==> config.mk <==
export PLATFORM = sky130hd
export DESIGN_NAME = interrupt_ctrl
export DESIGN_NICKNAME = d
export VERILOG_FILES = /design/src/rtl/bridge_pkg.sv /design/src/rtl/int_prio_enc.sv /design/src/rtl/interrupt_ctrl.sv
export SDC_FILE = /design/constraint.sdc
export NUM_CORES = 1
export LEC_CHECK = 0
export BUFFER_PORTS_ARGS = -buffer_cell sky130_fd_sc_hd__buf_2
export CORE_MARGIN = 4
export CORE_UTILIZATION = 32
export CTS_BUF_LIST = sky130_fd_sc_hd__clkbuf_16
export DETAILED_ROUTE_END_ITERATION = 7
export PLACE_DENSITY = 0.82
export SLEW_MARGIN = 5
export SYNTH_ARGS = -nofsm -noshare
export SYNTH_HDL_FRONTEND = slang
export SYNTH_SLANG_ARGS = --single-unit
==> constraint.sdc <==
create_clock -name clk -period 2.1 [get_ports clk]
set_clock_uncertainty 0.2 [all_clocks]
set_input_delay 0.105 -clock clk [delete_from_list [all_inputs] [get_ports clk]]
set_output_delay 0.105 -clock clk [all_outputs]
set_load 0.05 [all_outputs]
==> src/rtl/bridge_pkg.sv <==
// Shared constants for the system bridge: interrupt controller address map,
// register offsets and the external-interrupt acknowledge state encoding.
package bridge_pkg;

    localparam int          NSRC_DEF      = 6;
    localparam logic [5:0]  EDGE_MASK_DEF = 6'b000100;
    localparam int          EXT_BIT_DEF   = 2;

    localparam logic [31:0] ACK_ADDR_DEF  = 32'h0000_7f20;
    localparam logic [31:0] CFG_BASE_DEF  = 32'h0000_7f40;

    // Register offsets inside the four-word configuration block
    localparam logic [31:0] OFF_MASK      = 32'h0000_0000;
    localparam logic [31:0] OFF_PENDING   = 32'h0000_0004;
    localparam logic [31:0] OFF_CLEAR     = 32'h0000_0008;
    localparam logic [31:0] OFF_ID        = 32'h0000_000c;

    localparam logic [31:0] WORD_MASK     = 32'hffff_fffc;

    // External-interrupt acknowledge states
    localparam logic [1:0]  EXT_IDLE      = 2'd0;
    localparam logic [1:0]  EXT_PEND      = 2'd1;
    localparam logic [1:0]  EXT_WAITLO    = 2'd2;

    // Word-align an address; byte offsets never select a different register
    function automatic logic [31:0] word_of(input logic [31:0] addr);
        return addr & WORD_MASK;
    endfunction

endpackage

==> src/rtl/int_prio_enc.sv <==
// Priority encoder: index of the lowest-numbered set request, 7 when none.
module int_prio_enc #(
    parameter int N = 6
) (
    input  logic [N-1:0] req,
    output logic [2:0]   idx
);

    // Scan from the top down so the lowest set bit is written last and wins
    always_comb begin
        idx = 3'd7;
        for (int i = N - 1; i >= 0; i--) begin
            if (req[i]) begin
                idx = i[2:0];
            end
        end
    end

endmodule

==> src/rtl/interrupt_ctrl.sv <==
// Interrupt controller: latches timer/external sources into pending bits,
// masks them onto hw_int for CP0, and retires requests through CPU stores
// (CLEAR register or the external-interrupt acknowledge address).
//
// Bus handshake: there is no valid/ready; a store is present in any cycle
// where m_int_byteen != 0 and is always accepted in that same cycle. Loads
// are combinational from rd_addr and have no side effects.
module interrupt_ctrl
    import bridge_pkg::*;
#(
    parameter int                NSRC      = NSRC_DEF,
    parameter logic [NSRC-1:0]   EDGE_MASK = EDGE_MASK_DEF,
    parameter int                EXT_BIT   = EXT_BIT_DEF,
    parameter logic [31:0]       ACK_ADDR  = ACK_ADDR_DEF,
    parameter logic [31:0]       CFG_BASE  = CFG_BASE_DEF
) (
    input  logic                 clk,
    input  logic                 reset,
    input  logic [NSRC-1:0]      irq_src,
    input  logic [31:0]          m_int_addr,
    input  logic [3:0]           m_int_byteen,
    input  logic [31:0]          m_int_wdata,
    input  logic [31:0]          rd_addr,
    output logic [31:0]          rd_data,
    output logic [NSRC-1:0]      hw_int,
    output logic [2:0]           irq_id,
    output logic                 ack_pulse,
    output logic [1:0]           ext_state
);

    logic [NSRC-1:0] src_q, src_d;
    logic [NSRC-1:0] pending_q, pending_d;
    logic [NSRC-1:0] mask_q, mask_d;
    logic [1:0]      ext_q, ext_d;
    logic            ack_q, ack_d;

    logic [31:0]     wr_word;
    logic            wr_mask;
    logic            wr_clear;
    logic            ack_store;
    logic [NSRC-1:0] clr_bits;
    logic [NSRC-1:0] rise;

    // Only byte 0 of the write data carries register bits
    logic            unused_wdata;
    assign unused_wdata = ^m_int_wdata[31:NSRC];

    // Store decode: register writes need byte lane 0, the acknowledge needs any lane
    always_comb begin
        wr_word   = word_of(m_int_addr);
        wr_mask   = m_int_byteen[0] && (wr_word == CFG_BASE + OFF_MASK);
        wr_clear  = m_int_byteen[0] && (wr_word == CFG_BASE + OFF_CLEAR);
        ack_store = (m_int_byteen != 4'h0) && (wr_word == ACK_ADDR);
        clr_bits  = wr_clear ? m_int_wdata[NSRC-1:0] : '0;
        rise      = irq_src & ~src_q;
        src_d     = irq_src;
        mask_d    = wr_mask ? m_int_wdata[NSRC-1:0] : mask_q;
    end

    // External pin: latch on rise, retire by ack or CLEAR, re-arm only after the pin drops
    always_comb begin
        ext_d = ext_q;
        ack_d = 1'b0;
        case (ext_q)
            EXT_IDLE: begin
                if (rise[EXT_BIT]) begin
                    ext_d = EXT_PEND;
                end
            end
            EXT_PEND: begin
                if (ack_store) begin
                    ext_d = EXT_WAITLO;
                    ack_d = 1'b1;
                end else if (clr_bits[EXT_BIT]) begin
                    ext_d = EXT_WAITLO;
                end
            end
            EXT_WAITLO: begin
                if (!irq_src[EXT_BIT]) begin
                    ext_d = EXT_IDLE;
                end
            end
            default: ext_d = EXT_IDLE;
        endcase
    end

    // Pending update: level bits follow the pin, edge bits set-wins-over-clear
    always_comb begin
        pending_d = pending_q;
        for (int i = 0; i < NSRC; i++) begin
            if (i == EXT_BIT) begin
                pending_d[i] = (ext_d == EXT_PEND);
            end else if (EDGE_MASK[i]) begin
                pending_d[i] = rise[i] | (pending_q[i] & ~clr_bits[i]);
            end else begin
                pending_d[i] = irq_src[i];
            end
        end
    end

    // State registers with asynchronous reset
    always_ff @(posedge clk or posedge reset) begin
        if (reset) begin
            src_q     <= '0;
            pending_q <= '0;
            mask_q    <= '1;
            ext_q     <= EXT_IDLE;
            ack_q     <= 1'b0;
        end else begin
            src_q     <= src_d;
            pending_q <= pending_d;
            mask_q    <= mask_d;
            ext_q     <= ext_d;
            ack_q     <= ack_d;
        end
    end

    assign hw_int    = pending_q & mask_q;
    assign ack_pulse = ack_q;
    assign ext_state = ext_q;

    int_prio_enc #(
        .N   (NSRC)
    ) u_prio (
        .req (hw_int),
        .idx (irq_id)
    );

    // Combinational register read; PENDING shows the value before any same-cycle CLEAR
    always_comb begin
        rd_data = '0;
        case (word_of(rd_addr))
            CFG_BASE + OFF_MASK:    rd_data[NSRC-1:0] = mask_q;
            CFG_BASE + OFF_PENDING: rd_data[NSRC-1:0] = pending_q;
            CFG_BASE + OFF_ID:      rd_data[2:0]      = irq_id;
            default:                rd_data           = '0;
        endcase
    end

endmodule
==> metrics.md, run 1 <==
| Metric | Value |
|---|---|
| Worst reg2reg startpoint | ext_state[1] |
| Hpwl dp | 2860 µm |
| # Max-Cap Violations | 0 |
| FP Rows | 21 |
| Via count | 1220 |
| Multiplexer share of the synthesized area | 10.1% |
| Total routing resource utilization after global routing | 14.0% |
| Worst-case reg-to-reg path depth | 2 |
| Global route overflow | 0 |
| Area Growth Syn to Fin | 62.1% |
| Worst setup path endpoint | rd_data[1] |
| Number of warnings issued by yosys | 0 |
| Count of buffers from port buffering | 95 |
| Nets | 343 |
| Post-Synthesis Cell Area | 1160 µm² |
| Post-synthesis share of cell area spent on and, or, nand and nor gates | 27.6% |
| Tcrit/Tclk final | 98.1% |
| Vias in the first global route | 1179 |
| Antenna violations before repair | 0 |
| Most common library cell in the layout ignoring fill and taps | buf_2 |
| Netlist cell types | 37 |
| Placed Cells | 262 |
| Post-synthesis xor/xnor area fraction | 0% |
| Number of nets with antenna violations after routing | 0 |
| Number of fillers in the final layout | 336 |
| Latest clock arrival within the worst-skew pair | 240 ps |
| Area of the core region | 3420 µm² |
| Maximum root-to-sink buffer count | 2 |
| Starting density of the core | 34.1% |
| Fraction of the yosys area taken by sequential cells | 35.0% |
| RSZ-0062 raised after global routing | true |
| Max Clock Freq | 486 MHz |
| Number of ports placed on the die boundary | 152 |
| Proportion of layout cells with a drive suffix above 1 | 53.0% |
| Maximum fanout encountered on the critical timing path | 4 |
| Number of design rule violations left after detail routing | 0 |
| Postcts setup bufs | 0 |
| Register-to-register setup slack | 640 ps |
| Pin slew with the least headroom to its limit | 557 ps |
| Die area | 4670 µm² |
| Main combinational cell family by area after synthesis | simple AND/OR/NAND/NOR gates |
| Outcome | finished clean |
| Kind of start point of the critical path | register |
| Synthesized-area fraction occupied by ao, oa, aoi and oai cells | 7.84% |
| Antenna Diode Count | 0 |
| Pin count of the biggest net entering global routing | 17 |
| Fraction of synthesis flops using an asynchronous set or reset pin | 100% |
| Type of the worst setup path | reg2out |
| CP required | 1790 ps |
| Number of buffers inserted during clock tree synthesis | 3 |
| Min Clock Period, post-route | 2060 ps |
| Class of the worst hold path | in2reg |
| Sink count of the clock tree | 16 |
| Number of DRC violations after detailed-routing iteration 0 | 25 |
| Width of the die | 68.3 µm |
| Clock edge transition at the registers on the reported setup and hold paths | 50 ps |
| Leakage Power | 0.978 nW |
| Core occupancy in the finished layout | 55.3% |
| First-pass GRT wire length | 4920 µm |
| Post-Synth Adder-Cell Area | 0% |
| Average footprint of a synthesized cell | 9.39 µm² |
| Height of the die | 68.3 µm |
| Post-Synthesis Cells | 124 |
| Post-route insts no fill | 280 |
| Power density relative to cell area | 482 nW/µm² |
| Ys flop type | dfrtp_1 |
| Final count of negative-setup-slack endpoints | 0 |
| Number of iterations in the first detailed-routing pass | 4 |
| Number of synthesized register bits | 16 |
| Worst R2R End | ext_state[0] |
| Count of final max-slew check failures | 0 |
| Most frequent cells in the layout | buf_2, conb_1, dlygate4sd3_1 |
| Post-layout power | 0.911 mW |
| Final weighted congestion in routability-driven placement | 0.721 |
| Slew HR | 62.8% |
| TritonCTS clock tree | yes |
| CTS Root Cell | clkbuf_16 |
| Critical path data arrival time | 1750 ps |
| Endpoints failing hold | 0 |
| Final wirelength | 3390 µm |
| CP Launch Point | mask_q[2] |
| EDFF count, synth | 0 |
| Worst vdd rail ir drop | 0.000222 V |
| Maximum level of the CTS H-tree | 1 |
| Average via count per standard cell | 4.36 |
| Kind of end point of the critical path | primary output |
| Routed wirelength normalized by instance count | 12.1 µm |
[layout make-up]
type | count | area [µm²] | share of cell area, %
multi-input combinational | 100 | 672 | 35.6
sequential | 16 | 408 | 21.6
clock buffer | 3 | 75.1 | 3.98
inverter | 4 | 15.0 | 0.795
timing repair buffer | 110 | 657 | 34.8
clock inverter | 1 | 3.75 | 0.199
tap | 46 | 57.6 | 3.05
[Yosys cell counts, drive strengths merged (3+ instances only)]
| cell type | number | area (µm²) |
|---|---|---|
| dfstp | 6 | 158 |
| nor3 | 4 | 46.3 |
| buf | 27 | 200 |
| nor4 | 7 | 43.8 |
| and2 | 3 | 18.8 |
| dfrtp | 10 | 250 |
| mux2i | 5 | 50.1 |
| nor2 | 11 | 41.3 |
| nand4 | 4 | 25.0 |
| mux2 | 6 | 67.6 |
| nand2 | 9 | 33.8 |
| or4 | 3 | 26.3 |
| inv | 4 | 15.0 |
[metrics by stage]
step / hold WS, ps / cell area (µm²) / setup TNS (ps) / worst slack (ps)
4_1_cts: 5.89 / 1830 / 0 / 4.03
5_1_grt: 13.2 / 1890 / -15.7 / -13.5
6_report: 4.96 / 1890 / 0 / 40.9
3_5_place_dp: -12.7 / 1600 / -177 / -53.2
2_1_floorplan: -186 / 1270 / -410 / -133
3_3_place_gp: -15.8 / 1600 / -163 / -49.5
[worst max-delay path, stage by stage (launching register included)]
cell	delay, ps
dfstp_2	550
a22o_1	180
o21ba_2	180
o32a_1	330
nor2_2	100
buf_6	160
[registers in the layout, summed over array words and instances (netlist names)]
register	count
mask_q	6
pending_q	6
ext_state	2
ack_pulse	1
src_q	1
[worst min-delay path by stage]
stage / startpoint / cells after the start / end / slack [ps]
final: m_int_addr[5] / 3 / ack_pulse / 5
after global placement: reset / 2 / ack_pulse / -20
after floorplan: reset / 1 / ack_pulse / -190
after detailed placement: reset / 2 / ack_pulse / -10
after CTS: m_int_addr[5] / 3 / ack_pulse / 6
after global routing: m_int_addr[5] / 3 / ack_pulse / 10
[cell families after synthesis]
logic type | after synthesis
buffers and inverters | 33
flip-flops | 16
AO/OA/AOI/OAI | 12
multiplexers | 11
other | 1
AND/OR/NAND/NOR | 51
[timing repair]
action,4_1_cts,5_1_grt
setup endpoints to repair,5,9
hold endpoints to repair,24,0
pin swaps,0,3
gates resized for setup,5,12
hold buffers,14,0
[report_power, final]
| part | switching [mW] | leakage [nW] | total (mW) | internal, mW |
|---|---|---|---|---|
| logic | 0.150 | 0.762 | 0.232 | 0.0817 |
| clock network | 0.109 | 0.0385 | 0.360 | 0.252 |
| registers | 0.00259 | 0.177 | 0.318 | 0.316 |
[routing by layer]
| metal | up-vias | track usage [%] | wire length [µm] |
|---|---|---|---|
| met5 | - | 0 | 0 |
| met4 | 0 | 5.21 | 24 |
| met3 | 2 | 1.81 | 315 |
| met2 | 73 | 25.6 | 1820 |
| met1 | 528 | 16.5 | 1230 |
| li1 | 617 | - | - |
(Power assumes the default switching activity.)
==> inputs of run 2 (changes only) <==
- HOLD_SLACK_MARGIN: unset -> 0.15
==> metrics.md, run 2 (synthesis results as in run 1) <==
| Metric | Value |
|---|---|
| Hpwl dp | 2860 µm |
| Average via count per standard cell | 4.39 |
| Kind of end point of the critical path | primary output |
| Area of the core region | 3420 µm² |
| Postcts setup bufs | 0 |
| CP top delay family | compound AO/OA/AOI/OAI gates |
| Proportion of layout cells with a drive suffix above 1 | 51.7% |
| CTS Hold Bufs | 22 |
| Cells along the critical path | a22o_1 -> o21ba_2 -> o32a_1 -> nor2_2 -> buf_6 |
| Type of the worst setup path | reg2out |
| Post-route insts no fill | 288 |
| Number of design rule violations left after detail routing | 0 |
| Slew HR | 62.8% |
| Tcrit/Tclk final | 98.1% |
| Critical path data arrival time | 1750 ps |
| Pin count of the biggest net entering global routing | 17 |
| Clock edge transition at the registers on the reported setup and hold paths | 50 ps |
| Number of fillers in the final layout | 323 |
| Slowest cell on crit path | dfstp_2 |
| Number of buffers inserted during clock tree synthesis | 3 |
| Maximum fanout encountered on the critical timing path | 4 |
| Core occupancy in the finished layout | 57.9% |
| Maximum level of the CTS H-tree | 1 |
| Most frequent cells in the layout | buf_2, conb_1, dlygate4sd3_1 |
| Register-to-register setup slack | 650 ps |
| Latest clock arrival within the worst-skew pair | 240 ps |
| Count of final max-slew check failures | 0 |
| Vias in the first global route | 1259 |
| First-pass GRT wire length | 5170 µm |
| Height of the die | 68.3 µm |
| Number of ports placed on the die boundary | 152 |
| Pin slew with the least headroom to its limit | 557 ps |
| Number of iterations in the first detailed-routing pass | 4 |
| Antenna Diode Count | 0 |
| FP Rows | 21 |
| Final weighted congestion in routability-driven placement | 0.721 |
| CP max stage delay | 550 ps |
| Via count | 1264 |
| Number of nets with antenna violations after routing | 0 |
| Final wirelength | 3470 µm |
| Leakage Power | 1.01 nW |
| Global route overflow | 0 |
| Kind of start point of the critical path | register |
| # Max-Cap Violations | 0 |
| Area Growth Syn to Fin | 69.8% |
| Nets | 351 |
| TritonCTS clock tree | yes |
| Routed wirelength normalized by instance count | 12.0 µm |
| Number of DRC violations after detailed-routing iteration 0 | 41 |
| Number of buffers and inverters on the critical path | 1 |
| Final count of negative-setup-slack endpoints | 0 |
| Die area | 4670 µm² |
| Worst vdd rail ir drop | 0.000223 V |
| CP required | 1790 ps |
| Antenna violations before repair | 0 |
| Class of the worst hold path | in2reg |
| Max Clock Freq | 486 MHz |
| Outcome | finished clean |
| CTS Root Cell | clkbuf_16 |
| Power density relative to cell area | 466 nW/µm² |
| Placed Cells | 262 |
| Min Clock Period, post-route | 2060 ps |
| Maximum root-to-sink buffer count | 2 |
| Total routing resource utilization after global routing | 14.7% |
| Sink count of the clock tree | 16 |
| Most common library cell in the layout ignoring fill and taps | buf_2 |
| Endpoints failing hold | 0 |
| Width of the die | 68.3 µm |
| Starting density of the core | 34.1% |
| Count of buffers from port buffering | 95 |
[run 2: cell count changes in the layout (fill, tap and decap cells not counted)]
cell / change
buf_4: -1
buf_6: +1
dlygate4sd3_1: +8
nor4bb_1: -1
nor4bb_2: +1
[run 2: through the flow]
stage / worst slack, ps / hold slack, ps / total power [mW] / instance area [µm²] / TNS (ps)
4_1_cts: 4.03 / 76.0 / 0.919 / 1910 / 0
2_1_floorplan: -133 / -186 / 0.492 / 1270 / -410
6_report: 40.9 / 71.2 / 0.921 / 1980 / 0
3_5_place_dp: -53.2 / -12.7 / 0.528 / 1600 / -177
5_1_grt: -13.5 / 81.9 / 0.961 / 1980 / -13.5
3_3_place_gp: -49.5 / -15.8 / 0.525 / 1600 / -163
[run 2: path summary, 6_finish.rpt]
path                                start           end  depth (start not counted)
max in group asynchronous           reset     mask_q[1]                          3
max reg2reg                  ext_state[1]  ext_state[0]                          2
min reg2reg                  ext_state[0]  ext_state[1]                          1
min                        m_int_addr[31]     ack_pulse                          4
max                             mask_q[2]    rd_data[1]                          5
min in group asynchronous           reset     ack_pulse                          3
[run 2: layer usage]
layer | global-route usage, % | wire [µm] | vias to the layer above
met5 | 0 | 0 | -
met4 | 5.21 | 24 | 0
met3 | 2.30 | 306 | 2
met2 | 27.3 | 1860 | 73
met1 | 16.7 | 1280 | 556
li1 | - | - | 633
[run 2: tightest hold or removal path: cells and delay by family]
| kind | cells | cell delay, ps |
|---|---|---|
| AND/OR/NAND/NOR | 3 | 300 |
| buffers and inverters | 1 | 70 |
[run 2: final cells by class]
cell class | instances | area (µm²) | area share [%]
Inverter | 4 | 15.0 | 0.759
Clock inverter | 1 | 3.75 | 0.190
Timing Repair Buffer | 118 | 741 | 37.4
Sequential cell | 16 | 408 | 20.6
Tap cell | 46 | 57.6 | 2.91
Multi-Input combinational cell | 100 | 678 | 34.3
Clock buffer | 3 | 75.1 | 3.80
[run 2: timing repair]
action / in CTS / in global routing
gates resized for setup: 5 / 14
hold endpoints to repair: 32 / 1
pin swaps: 0 / 3
endpoints found under the setup margin: 5 / 12
[run 2: where the power goes]
part	internal (mW)	switching, mW	total (mW)
Clock	0.252	0.109	0.361
Sequential	0.316	0.00259	0.318
Combinational	0.0899	0.152	0.242
